`src/rtl/ultrasonido_pkg.sv`:
```
// rtl/ultrasonido_pkg.sv - shared types, widths and defaults for the ultrasonic driver
package ultrasonido_pkg;

  localparam int unsigned ECHO_W        = 22;
  localparam int unsigned CYCLES_PER_CM = 2900;

  localparam int unsigned TRIG_CYCLES_DEF   = 500;
  localparam int unsigned ECHO_TIMEOUT_DEF  = 1_500_000;
  localparam int unsigned THRESH_CYCLES_DEF = 20 * CYCLES_PER_CM;
  localparam int unsigned PERIOD_CYCLES_DEF = 3_000_000;

  typedef enum logic [2:0] {
    ST_IDLE,
    ST_TRIG,
    ST_WAIT_ECHO,
    ST_MEASURE,
    ST_HOLDOFF
  } state_t;

endpackage

```
`src/rtl/sync_2ff.sv`:
```
// rtl/sync_2ff.sv - two-flop synchronizer for asynchronous sensor pins
module sync_2ff (
  input  logic clk,
  input  logic reset,
  input  logic d,
  output logic q
);

  logic meta;

  always_ff @(posedge clk or negedge reset) begin
    if (!reset) begin
      meta <= 1'b0;
      q    <= 1'b0;
    end else begin
      meta <= d;
      q    <= meta;
    end
  end

endmodule

```
`src/rtl/ultrasonido_driver.sv`:
```
// rtl/ultrasonido_driver.sv - periodic trigger, echo width measurement and presence flag
module ultrasonido_driver
  import ultrasonido_pkg::*;
#(
  parameter int unsigned TRIG_CYCLES   = TRIG_CYCLES_DEF,
  parameter int unsigned ECHO_TIMEOUT  = ECHO_TIMEOUT_DEF,
  parameter int unsigned THRESH_CYCLES = THRESH_CYCLES_DEF,
  parameter int unsigned PERIOD_CYCLES = PERIOD_CYCLES_DEF
) (
  input  logic              clk,
  input  logic              reset,
  input  logic              enable,
  input  logic              echo_in,
  output logic              trig_out,
  output logic [ECHO_W-1:0] echo_cycles,
  output logic              presencia,
  output logic              timeout,
  output logic              dato_valido
);

  localparam logic [ECHO_W-1:0] ONE          = ECHO_W'(1);
  localparam logic [ECHO_W-1:0] TRIG_LAST    = ECHO_W'(TRIG_CYCLES - 1);
  localparam logic [ECHO_W-1:0] TIMEOUT_MAX  = ECHO_W'(ECHO_TIMEOUT);
  localparam logic [ECHO_W-1:0] TIMEOUT_LAST = ECHO_W'(ECHO_TIMEOUT - 1);
  localparam logic [ECHO_W-1:0] THRESH       = ECHO_W'(THRESH_CYCLES);
  localparam logic [ECHO_W-1:0] PERIOD_LAST  = ECHO_W'(PERIOD_CYCLES - 1);

  logic echo_s;

  sync_2ff u_echo_sync (
    .clk   (clk),
    .reset (reset),
    .d     (echo_in),
    .q     (echo_s)
  );

  state_t            state, state_nxt;
  logic [ECHO_W-1:0] cnt, cnt_nxt;
  logic [ECHO_W-1:0] per_cnt, per_nxt;
  logic              trig_nxt;
  logic [ECHO_W-1:0] cycles_nxt;
  logic              pres_nxt, tout_nxt, valid_nxt;
  logic              start, pub_timeout, pub_echo;

  always_ff @(posedge clk or negedge reset) begin
    if (!reset) begin
      state       <= ST_IDLE;
      cnt         <= '0;
      per_cnt     <= '0;
      trig_out    <= 1'b0;
      echo_cycles <= '0;
      presencia   <= 1'b0;
      timeout     <= 1'b0;
      dato_valido <= 1'b0;
    end else begin
      state       <= state_nxt;
      cnt         <= cnt_nxt;
      per_cnt     <= per_nxt;
      trig_out    <= trig_nxt;
      echo_cycles <= cycles_nxt;
      presencia   <= pres_nxt;
      timeout     <= tout_nxt;
      dato_valido <= valid_nxt;
    end
  end

  always_comb begin
    state_nxt   = state;
    cnt_nxt     = cnt;
    per_nxt     = (per_cnt < PERIOD_LAST) ? per_cnt + ONE : per_cnt;
    trig_nxt    = trig_out;
    cycles_nxt  = echo_cycles;
    pres_nxt    = presencia;
    tout_nxt    = timeout;
    valid_nxt   = 1'b0;
    start       = 1'b0;
    pub_timeout = 1'b0;
    pub_echo    = 1'b0;

    case (state)
      ST_IDLE: begin
        if (enable) start = 1'b1;
      end
      ST_TRIG: begin
        if (cnt == TRIG_LAST) begin
          state_nxt = ST_WAIT_ECHO;
          trig_nxt  = 1'b0;
          cnt_nxt   = '0;
        end else begin
          cnt_nxt = cnt + ONE;
        end
      end
      ST_WAIT_ECHO: begin
        // an echo already high here is taken as the echo start
        if (echo_s) begin
          state_nxt = ST_MEASURE;
          cnt_nxt   = ONE;
        end else if (cnt == TIMEOUT_LAST) begin
          pub_timeout = 1'b1;
        end else begin
          cnt_nxt = cnt + ONE;
        end
      end
      ST_MEASURE: begin
        if (!echo_s)                pub_echo    = 1'b1;
        else if (cnt >= TIMEOUT_MAX) pub_timeout = 1'b1;
        else                        cnt_nxt     = cnt + ONE;
      end
      ST_HOLDOFF: begin
        // a stuck echo must clear before the sensor is re-triggered
        if (per_cnt >= PERIOD_LAST && !echo_s) begin
          if (enable) start = 1'b1;
          else        state_nxt = ST_IDLE;
        end
      end
      default: state_nxt = ST_IDLE;
    endcase

    if (start) begin
      state_nxt = ST_TRIG;
      trig_nxt  = 1'b1;
      cnt_nxt   = '0;
      per_nxt   = '0;
    end

    if (pub_timeout) begin
      state_nxt  = ST_HOLDOFF;
      cycles_nxt = TIMEOUT_MAX;
      pres_nxt   = 1'b0;
      tout_nxt   = 1'b1;
      valid_nxt  = 1'b1;
    end

    if (pub_echo) begin
      state_nxt  = ST_HOLDOFF;
      cycles_nxt = cnt;
      pres_nxt   = (cnt < THRESH);
      tout_nxt   = 1'b0;
      valid_nxt  = 1'b1;
    end
  end

endmodule

```
`config.mk`:
```
export PLATFORM = sky130hd
export DESIGN_NAME = ultrasonido_driver
export DESIGN_NICKNAME = d
export VERILOG_FILES = /design/src/rtl/ultrasonido_pkg.sv /design/src/rtl/sync_2ff.sv /design/src/rtl/ultrasonido_driver.sv
export SDC_FILE = /design/constraint.sdc
export NUM_CORES = 1
export LEC_CHECK = 0
export ABC_CLOCK_PERIOD_IN_PS = 2580
export CAP_MARGIN = 10
export CORE_MARGIN = 1
export CORE_UTILIZATION = 53
export DETAILED_ROUTE_END_ITERATION = 8
export PLACE_DENSITY = 0.8
export SLEW_MARGIN = 25
export SYNTH_ARGS = -nofsm -noshare
export SYNTH_HDL_FRONTEND = slang
export SYNTH_HIERARCHICAL = 1
export SYNTH_SLANG_ARGS = --single-unit
```
`constraint.sdc`:
```
create_clock -name clk -period 2.58 [get_ports clk]
set_clock_uncertainty 0.15 [all_clocks]
set_input_delay 0.516 -clock clk [delete_from_list [all_inputs] [get_ports clk]]
set_output_delay 0.516 -clock clk [all_outputs]
set_load 0.02 [all_outputs]
```
Word-level counts from Yosys, hierarchy flattened
Cells that the tools add are included.
{"block": "totals", "regBits": 75, "in_bits": 4, "output_inout_bits": 26}
{"block": "classes", "n_addsub": 2, "n_lt_le_gt_ge": 4, "n_eq_ne": 14, "n_mux": 38, "reduce_logical": 12}
{"op": "two-way mux 22 bit", "count": 10}
{"op": "case mux 22 bit (3 select lines)", "count": 1}
{"op": "adder 22 x 1 -> 22 bit (second input constant)", "count": 2}
{"op": "equality test 22 x 21 -> 1 bit (second input constant)", "count": 1}
{"op": "equality test 22 x 9 -> 1 bit (second input constant)", "count": 1}
{"op": "greater-or-equal comparator 22 x 21 -> 1 bit (second input constant)", "count": 1}
{"op": "greater-or-equal comparator 22 bit (second input constant)", "count": 1}
{"op": "less-than comparator 22 x 16 -> 1 bit (second input constant)", "count": 1}
{"op": "less-than comparator 22 bit (second input constant)", "count": 1}
{"op": "two-way mux 3 bit", "count": 7}
{"op": "two-way mux 1 bit", "count": 17}
{"op": "!= test 5 bit (second input constant)", "count": 3}
{"op": "case mux 3 bit (4 select lines)", "count": 1}
{"op": "nonzero test 2 bit", "count": 4}
{"op": "equality test 3 x 2 -> 1 bit (second input constant)", "count": 2}
{"op": "!= test 5 x 4 -> 1 bit (second input constant)", "count": 1}
{"op": "AND reduction 5 bit", "count": 1}
{"op": "!= test 4 x 1 -> 1 bit (second input constant)", "count": 1}
{"op": "!= test 4 x 3 -> 1 bit (second input constant)", "count": 1}
{"op": "case mux 1 bit (2 select lines)", "count": 2}
{"op": "AND reduction 4 bit", "count": 1}
{"op": "nonzero test 4 bit", "count": 1}
{"op": "equality test 3 x 1 -> 1 bit (second input constant)", "count": 1}
{"op": "equality test 3 bit (second input constant)", "count": 1}
{"op": "other kinds (7)", "count": 7}

Longest topological paths before layout
Gate-level depths: netlist of the first run.
{"block": "depth", "depth_word": 7, "depth_mapped": 11}

Hierarchy
Netlist of the first run, hierarchy kept.
{"mod": "ultrasonido_driver", "instances": 1, "cells_per_inst": 418, "area_each_um2": 3898.7, "seq_area_each_um2": 1826.8}
{"mod": "sync_2ff", "instances": 1, "cells_per_inst": 2, "area_each_um2": 50.0, "seq_area_each_um2": 50.0}

Worst setup path after synthesis of the first run
No wires, ideal clock.
{"block": "synth_timing", "path_kind": "register to register", "from": "register cnt[16]", "to": "register echo_cycles[0]", "setup_time_ns": 0.121, "t_arrival_ns": 2.309, "path_slack_ns": 0.000, "stages_incl_launch_ff": 8, "path_buffers": 2, "cell_sequence": "dfrtp_1 buf_2 or3_1 or4_1 nor4_4 nor2_2 clkbuf_1 a22o_1"}
{"block": "synth_via", "elab_chain_cells": 5, "elab_cells_between_ends": 8, "cone_classes": "order compare: 1; eq/ne: 1; mux: 5; reduce/logical: 1"}
{"item": "start, declared", "line_no": "ultrasonido_driver.sv:38", "rtl": "logic [ECHO_W-1:0] cnt, cnt_nxt;"}
{"item": "start signal, assigned", "line_no": "ultrasonido_driver.sv:57", "rtl": "cnt <= cnt_nxt;"}
{"item": "greater-or-equal comparator 22 x 21 -> 1 bit or equality test 22 x 21 -> 1 bit (tied branches)", "line_no": "ultrasonido_driver.sv:106, ultrasonido_driver.sv:98"}
{"item": "two-way mux 1 bit, on equally long branches", "line_no": "ultrasonido_driver.sv:106, ultrasonido_driver.sv:98"}
{"item": "two-way mux 1 bit, on equally long branches", "line_no": "ultrasonido_driver.sv:105, ultrasonido_driver.sv:95"}
{"item": "case mux 1 bit (2 select lines) *", "line_no": "ultrasonido_driver.sv:80", "rtl": "case (state)"}
{"item": "nonzero test 2 bit (no line) *"}
{"item": "end signal, assigned", "line_no": "ultrasonido_driver.sv:60", "rtl": "echo_cycles <= cycles_nxt;"}
{"item": "end, declared", "line_no": "ultrasonido_driver.sv:15", "rtl": "output logic [ECHO_W-1:0] echo_cycles,"}
Every way passes the cells marked *; elsewhere a longest branch is shown, timed or not.
A chain may end at the register's enable or synchronous reset.

Worst setup path in the final report of the first run
{"block": "layout_timing", "from": "register cnt[12]", "to": "register echo_cycles[15]"}
The elaborated chain is that of the path after synthesis.

==> results.py, run 1 <==
metrics = {
    "worst_setup_path": {
        "end_kind": "register",
        "cp_num_cells": 7,
        "crit_end": "echo_cycles[15]$_DFFE_PN0P_",
        "cp_num_buf_inv": 1,
        "cp_top_family": "compound AO/OA/AOI/OAI gates",
        "r2r-end": "echo_cycles[15]$_DFFE_PN0P_",
        "startpoint": "cnt[12]$_DFFE_PN0P_",
        "worst_path_max_delay_cell": "nor2_4",
        "worstSetupPathType": "reg2reg",
        "slowest_delay_ns": 0.45,
        "crit_fanout": 16,
        "reg2regPathDepth": 7,
        "worst_setup_path_start_kind": "register",
        "r2r_slack_ns": -0.06,
        "path_cells": "nor3_2 -> o221ai_1 -> o21ai_0 -> a21oi_1 -> nor2_4 -> clkinvlp_4 -> o22a_1",
        "worstPathRequired_ns": 2.67,
        "r2r-start": "cnt[12]$_DFFE_PN0P_",
        "crit_arrival_ns": 2.73,
    },
    "synth": {
        "ys_seq_area_share_pct": 47.5,
        "ys_seq_elements": 75,
        "syn_inst": 420,
        "ys_warn_count": 6,
        "synth_fp_nets": 427,
        "yosysUniqueCellTypes": 55,
        "synthFlopType": "dfrtp_1",
        "synth_area_per_cell_um2": 9.40,
        "async_flop_share_pct": 100,
        "syn_area_um2": 3950,
        "synth_edf_count": 0,
    },
    "sta": {
        "setup_ws_ns": -0.0635,
        "drv_slew": 0,
        "rsz0062_at_grt": "yes",
        "hold_violations": 0,
        "max_slew_margin_pct": 58.0,
        "fin_crit_ns": 2.64,
        "post-route-period-util_pct": 102,
        "setup_violations": 4,
        "tightest_slew_ns": 0.627,
        "fmax_ghz": 0.378,
    },
    "clock_tree": {
        "cts.reportedPaths.clkPinSlew_ns": 0.07,
        "cts-root-buf": "clkbuf_8",
        "cts.sinks": 75,
        "insertion_delay_ns": 0.36,
        "h-tree-depth": 3,
        "clock_path_buffers": 2,
        "cts_tree": "built",
        "numCtsBuffers": 9,
    },
    "cells_and_area": {
        "layout_common_cells": "dfrtp_1, nor2_1, buf_4, a21oi_1, clkdlybuf4s50_1",
        "fin_nets": 484,
        "synthToLayoutAreaGrowth_pct": 23.6,
        "mostFrequentLayoutCell": "dfrtp_1",
        "diodes": 0,
        "drive_above_1_share_pct": 17.7,
    },
    "global_routing": {
        "grt_max_degree": 41,
        "grt_first_pass_wirelength_um": 16900,
        "grt_pass1_vias": 3587,
        "antenna_found_initial": 0,
        "grt_use_total_pct": 28.4,
        "overflow": 0,
    },
    "outcome": {
        "violations": "negative setup slack",
        "run_status": "finished, violations left",
    },
    "detailed_routing": {
        "viasPerCell": 6.31,
        "drc": 0,
        "first_pass_iters": 5,
        "ant_nets": 0,
        "vias": 3658,
        "routed_wirelength_um": 10600,
        "drt-initial-drc-count": 310,
        "routedWlPerCell_um": 18.2,
    },
    "floorplanning": {
        "io_pins": 30,
        "rows": 31,
        "dieArea_um2": 7800,
        "core_area_um2": 7210,
        "die_h_um": 88.3,
        "die_w_um": 88.3,
        "floorplan.initialDensity_pct": 54.7,
    },
    "pwr": {
        "p_leak_nw": 2.06,
        "p_total_w": 0.00308,
        "power.density_nw_per_um2": 631,
        "peakVddDrop_mv": 0.450,
    },
    "placed_design": {
        "dp_hpwl_um": 7130,
        "post-place-ws_ns": -0.0296,
        "gp_congestion": 0.987,
        "portBuffers": 29,
    },
    "hold_path": {
        "hold_path.class": "reg2reg",
    },
    "run": {
        "cap_violations": 0,
    },
}
## repair_timing
action	in CTS	in global routing
endpoints found under the setup margin	23	65
endpoints found under the hold margin	35	0
setup buffers	2	1
gates cloned	0	1
pin swaps	1	3
gates resized for setup	3	13
hold buffers	1	0
## how the worst min path moves through the flow
| stage | from | to | slack, ns | cells after the start |
|---|---|---|---|---|
| floorplan | reset | cnt[0]$_DFFE_PN0P_ | 0.07 | 0 |
| global placement | u_echo_sync/meta$_DFF_PN0_ | u_echo_sync/q$_DFF_PN0_ | 0.19 | 0 |
| detailed placement | u_echo_sync/meta$_DFF_PN0_ | u_echo_sync/q$_DFF_PN0_ | 0.19 | 0 |
| CTS | u_echo_sync/meta$_DFF_PN0_ | u_echo_sync/q$_DFF_PN0_ | 0.21 | 0 |
| global route | u_echo_sync/meta$_DFF_PN0_ | u_echo_sync/q$_DFF_PN0_ | 0.22 | 0 |
| finish | u_echo_sync/meta$_DFF_PN0_ | u_echo_sync/q$_DFF_PN0_ | 0.20 | 0 |
## sequential cells by signal (all words and copies together) (netlist names)
| register | cells |
|---|---|
| cnt | 22 |
| dato_valido | 1 |
| echo_cycles | 22 |
| per_cnt | 22 |
| presencia | 1 |
| state | 3 |
| timeout | 1 |
| trig_out | 1 |
| u_echo_sync/meta | 1 |
| u_echo_sync/q | 1 |
## power breakdown
group | internal, W | leakage [nW] | switching [W]
logic | 0.000299 | 0.961 | 0.000397
clock network | 0.000494 | 0.0995 | 0.000420
registers | 0.00131 | 1.00 | 0.000159
## through the flow
step	area, um2	setup TNS (ns)	utilization, %	hold slack, ns	cells
after floorplan	3950	0	-	0.0704	420
after global placement	4580	-0.0780	63.4	0.191	560
after detailed placement	4580	-0.168	63.4	0.193	560
after CTS	4820	0	66.8	0.209	578
after global routing	4880	-1.20	67.7	0.218	580
final	4880	-0.240	67.7	0.205	580
## layout make-up
cell class	instances	area [um2]
fill	581	2330
multi-input combinational	305	1960
sequential	75	1880
timing repair buffer	76	688
clock buffer	13	159
tap	99	124
inverter	9	36.3
clock inverter	2	35.0
timing repair inverter	1	7.51
## cells in the mapped netlist (3+ instances only)
| library cell | number | area [um2] |
|---|---|---|
| a21oi_1 | 32 | 160 |
| a22o_1 | 12 | 105 |
| a31oi_1 | 5 | 31.3 |
| and2_1 | 3 | 18.8 |
| and3_1 | 7 | 43.8 |
| buf_2 | 7 | 35.0 |
| clkbuf_1 | 21 | 78.8 |
| dfrtp_1 | 75 | 1880 |
| ha_1 | 3 | 37.5 |
| inv_1 | 8 | 30.0 |
| nand2_1 | 22 | 82.6 |
| nand3_1 | 18 | 90.1 |
| nand3b_1 | 3 | 22.5 |
| nand4_1 | 6 | 37.5 |
| nor2_1 | 42 | 158 |
| nor2b_1 | 7 | 43.8 |
| nor3_1 | 7 | 35.0 |
| nor4_1 | 5 | 31.3 |
| o2111ai_1 | 6 | 52.6 |
| o211ai_1 | 6 | 45.0 |
| o21ai_0 | 9 | 45.0 |
| o21ai_1 | 22 | 110 |
| o22a_1 | 9 | 78.8 |
| o31ai_1 | 3 | 22.5 |
| or2_2 | 3 | 18.8 |
| or3_1 | 15 | 93.8 |
| or4_1 | 13 | 97.6 |
| xnor2_1 | 5 | 43.8 |
| xor2_1 | 13 | 114 |
## layer usage
layer	GRT usage, %	wire length, um	vias up	part of all wire [%]
li1	-	-	1656	-
met3	4.38	617	35	5.8
met4	13.0	253	0	2.4
met5	0	0	-	0
met1	36.8	4530	1790	43
met2	47.0	5170	177	49
## cell families (layout without fill, tap and decap cells)
logic type	after synthesis	in the layout	share of synthesized area, %
buffers and inverters	40	101	4.40
adder cells (fa/ha/maj)	3	3	0.951
AND/OR/NAND/NOR	167	167	23.6
AO/OA/AOI/OAI	117	117	19.5
XOR/XNOR	18	18	3.99
flip-flops	75	75	47.5
(Power assumes the default switching activity.)
==> inputs of run 2 (changes only) <==
ABC_AREA = 1   (was not set)
CORE_UTILIZATION = 54   (was 53)
PLACE_DENSITY = 0.81   (was 0.8)
REMOVE_ABC_BUFFERS = 1   (was not set)
==> run 2 against run 1 <==
Effect of this change:
- the flow finishes with violations (negative hold slack)
- routed wire length rose by 28%
- critical path depth increased by 7
- cell area up 11%
- largest power group is now combinational logic
==> results.py, run 2 <==
metrics = {
    "synth": {
        "ys_warn_count": 6,
        "synthAdderAreaFrac_pct": 0.789,
        "async_flop_share_pct": 100,
        "syn_area_um2": 4760,
        "yosys.area_share.simple_pct": 35.6,
        "synthFlopType": "dfrtp_1",
        "synth_top_family_by_area": "simple AND/OR/NAND/NOR gates",
        "ys_seq_elements": 75,
        "synth_compound_area_share_pct": 11.1,
        "ys_seq_area_share_pct": 39.4,
        "synth-xor-area-share_pct": 2.95,
        "yosysUniqueCellTypes": 35,
        "synth_area_per_cell_um2": 7.12,
        "synth_area_leaders": "dfrtp_1, nand2_1, nor2_1, inv_1, nand3_1",
        "yosysTopAreaCell": "dfrtp_1",
        "synthMuxAreaShare_pct": 0,
        "synth_common_cells": "nand2_1, nor2_1, inv_1, dfrtp_1, nand3_1",
        "post-synth-top-count-cell": "nand2_1",
        "syn_inst": 668,
        "synth_top_area_share_pct": 39.4,
        "synth_edf_count": 0,
    },
    "cells_and_area": {
        "mostFrequentLayoutCell": "nand2_1",
        "drive_above_1_share_pct": 10.9,
        "layout_common_cells": "nand2_1, nor2_1, inv_1, dfrtp_1, nand3_1",
        "top_regs": "cnt (22), echo_cycles (22), per_cnt (22)",
        "diodes": 0,
        "fin_nets": 711,
        "synthToLayoutAreaGrowth_pct": 14.2,
        "fin_util_pct": 64.8,
        "final_cell_area_um2": 5440,
        "stdcell_count": 814,
    },
    "floorplanning": {
        "dieArea_um2": 9190,
        "floorplan.initialDensity_pct": 56.8,
        "core_area_um2": 8380,
        "die_w_um": 95.9,
        "die_h_um": 95.9,
        "rows": 33,
        "io_pins": 30,
    },
    "pwr": {
        "peakVddDrop_mv": 0.742,
        "netSwitchingFraction_pct": 42.1,
        "intPower_w": 0.00270,
        "power_frac_clock_pct": 22.3,
        "p_total_w": 0.00466,
        "power.density_nw_per_um2": 857,
        "seq_power_share_pct": 34.5,
        "p_leak_nw": 2.53,
        "power.switching_w": 0.00196,
        "p_comb_share_pct": 43.1,
    },
    "global_routing": {
        "grt_max_degree": 40,
        "antenna_found_initial": 0,
        "grt_use_total_pct": 31.2,
        "grt_first_pass_wirelength_um": 21500,
        "overflow": 0,
        "grt_pass1_vias": 4219,
    },
    "worst_setup_path": {
        "worstPathRequired_ns": 2.67,
        "crit_end": "cnt[2]$_DFFE_PN0P_",
        "r2r-start": "cnt[1]$_DFFE_PN0P_",
        "worstSetupPathType": "reg2reg",
        "reg2regPathDepth": 14,
        "worst_setup_path_start_kind": "register",
        "worst_path_max_delay_cell": "dfrtp_1",
        "slowest_delay_ns": 0.41,
        "cpMostUsedCell": "nand2_1",
        "end_kind": "register",
        "r2r-end": "cnt[2]$_DFFE_PN0P_",
        "crit_arrival_ns": 2.54,
        "path_cells": "ha_2 -> nand2_1 -> nor2_1 -> inv_1 -> nor2_1 -> nand3_1 -> nand2_1 -> inv_2 -> nand2_4 -> inv_4 -> nand2_8 -> clkinvlp_4 -> nand3_1 -> nand2_1",
        "r2r_slack_ns": 0.13,
        "crit_fanout": 17,
        "startpoint": "cnt[1]$_DFFE_PN0P_",
    },
    "clock_tree": {
        "cts_resized": 0,
        "hold_buffers": 0,
        "insertion_delay_ns": 0.36,
        "numCtsBuffers": 9,
        "cts.sinks": 75,
        "cts_tree": "built",
        "h-tree-depth": 3,
        "cts.reportedPaths.clkPinSlew_ns": 0.08,
        "cts-root-buf": "clkbuf_8",
        "clock_path_buffers": 2,
        "cts_setup_buffers": 0,
    },
    "placed_design": {
        "portBuffers": 29,
        "dp_hpwl_um": 9800,
        "dp_cells": 798,
        "placed_area_um2": 5180,
        "gp_congestion": 0.957,
    },
    "detailed_routing": {
        "drc": 0,
        "routed_wirelength_um": 13500,
        "routedWlPerCell_um": 16.6,
        "drt-initial-drc-count": 613,
        "ant_nets": 0,
        "first_pass_iters": 6,
        "viasPerCell": 5.77,
        "vias": 4698,
    },
    "sta": {
        "hold_violations": 2,
        "setup_violations": 0,
        "drv_slew": 0,
        "worst_hold_slack_ns": -0.00301,
        "rsz0062_at_grt": "no",
        "tightest_slew_ns": 0.552,
        "max_slew_margin_pct": 62.9,
        "fin_crit_ns": 2.45,
        "fin_setup_tns_ns": 0,
        "fmax_ghz": 0.408,
        "post-route-period-util_pct": 95.0,
    },
    "run": {
        "cap_violations": 0,
    },
    "outcome": {
        "run_status": "finished, violations left",
        "violations": "negative hold slack",
    },
    "hold_path": {
        "hold_path.class": "in2async",
    },
}
run 2: area by class of cell:
cell class                      instances  area (um2)
Clock buffer                           11         151
Fill cell                             745        2950
Multi-Input combinational cell        482        2420
Clock inverter                          5        75.1
Tap cell                              105         131
Inverter                               87         333
Timing Repair Buffer                   49         450
Sequential cell                        75        1880
run 2: cells by family after synthesis:
family | count (synthesis)
AOI/OAI and AO/OA | 83
xor gates and xnor gates | 16
adders and majority gates | 3
buffers and inverters | 111
DFF | 75
and+or+nand+nor | 380
run 2: how the worst min path moves through the flow:
stage                     slack [ns]  cells after the start                       to                        from
after floorplan                 0.07                      0       cnt[0]$_DFFE_PN0P_                       reset
after global placement          0.19                      0  u_echo_sync/q$_DFF_PN0_  u_echo_sync/meta$_DFF_PN0_
after detailed placement        0.19                      0  u_echo_sync/q$_DFF_PN0_  u_echo_sync/meta$_DFF_PN0_
after CTS                      0.007                      1  per_cnt[21]$_DFFE_PN0P_                       reset
after global routing            0.03                      1  per_cnt[21]$_DFFE_PN0P_                       reset
final                         -0.003                      1  per_cnt[18]$_DFFE_PN0P_                       reset
run 2: through the flow:
stage	hold slack [ns]	setup slack [ns]
2_1_floorplan	0.0704	0.273
3_3_place_gp	0.186	0.313
3_5_place_dp	0.190	0.153
4_1_cts	0.00742	0.133
5_1_grt	0.0300	0.00788
6_report	-0.00301	0.129
run 2: layer usage:
layer / share of wire (%) / track usage (%) / up-vias
met5: 0 / 0 / -
met4: 2.4 / 10.9 / 0
met3: 9.1 / 4.66 / 37
met2: 43 / 44.6 / 277
met1: 46 / 47.5 / 2135
li1: - / - / 2249
run 2: critical path, delay by kind of cell (launching register included):
family,cells,cell delay (ns)
simple gates,9,1.06
buf+inv,4,0.46
flops,1,0.41
fa+ha+maj,1,0.24
run 2: power by group through the flow:
stage | registers (W) | clock network, W | logic (W)
final | 0.00161 | 0.00104 | 0.00201
after floorplan | 0.00183 | 0 | 0.000943
after CTS | 0.00161 | 0.00105 | 0.00194
after global placement | 0.00162 | 0 | 0.00187
after detailed placement | 0.00163 | 0 | 0.00192
after global routing | 0.00165 | 0.00110 | 0.00219
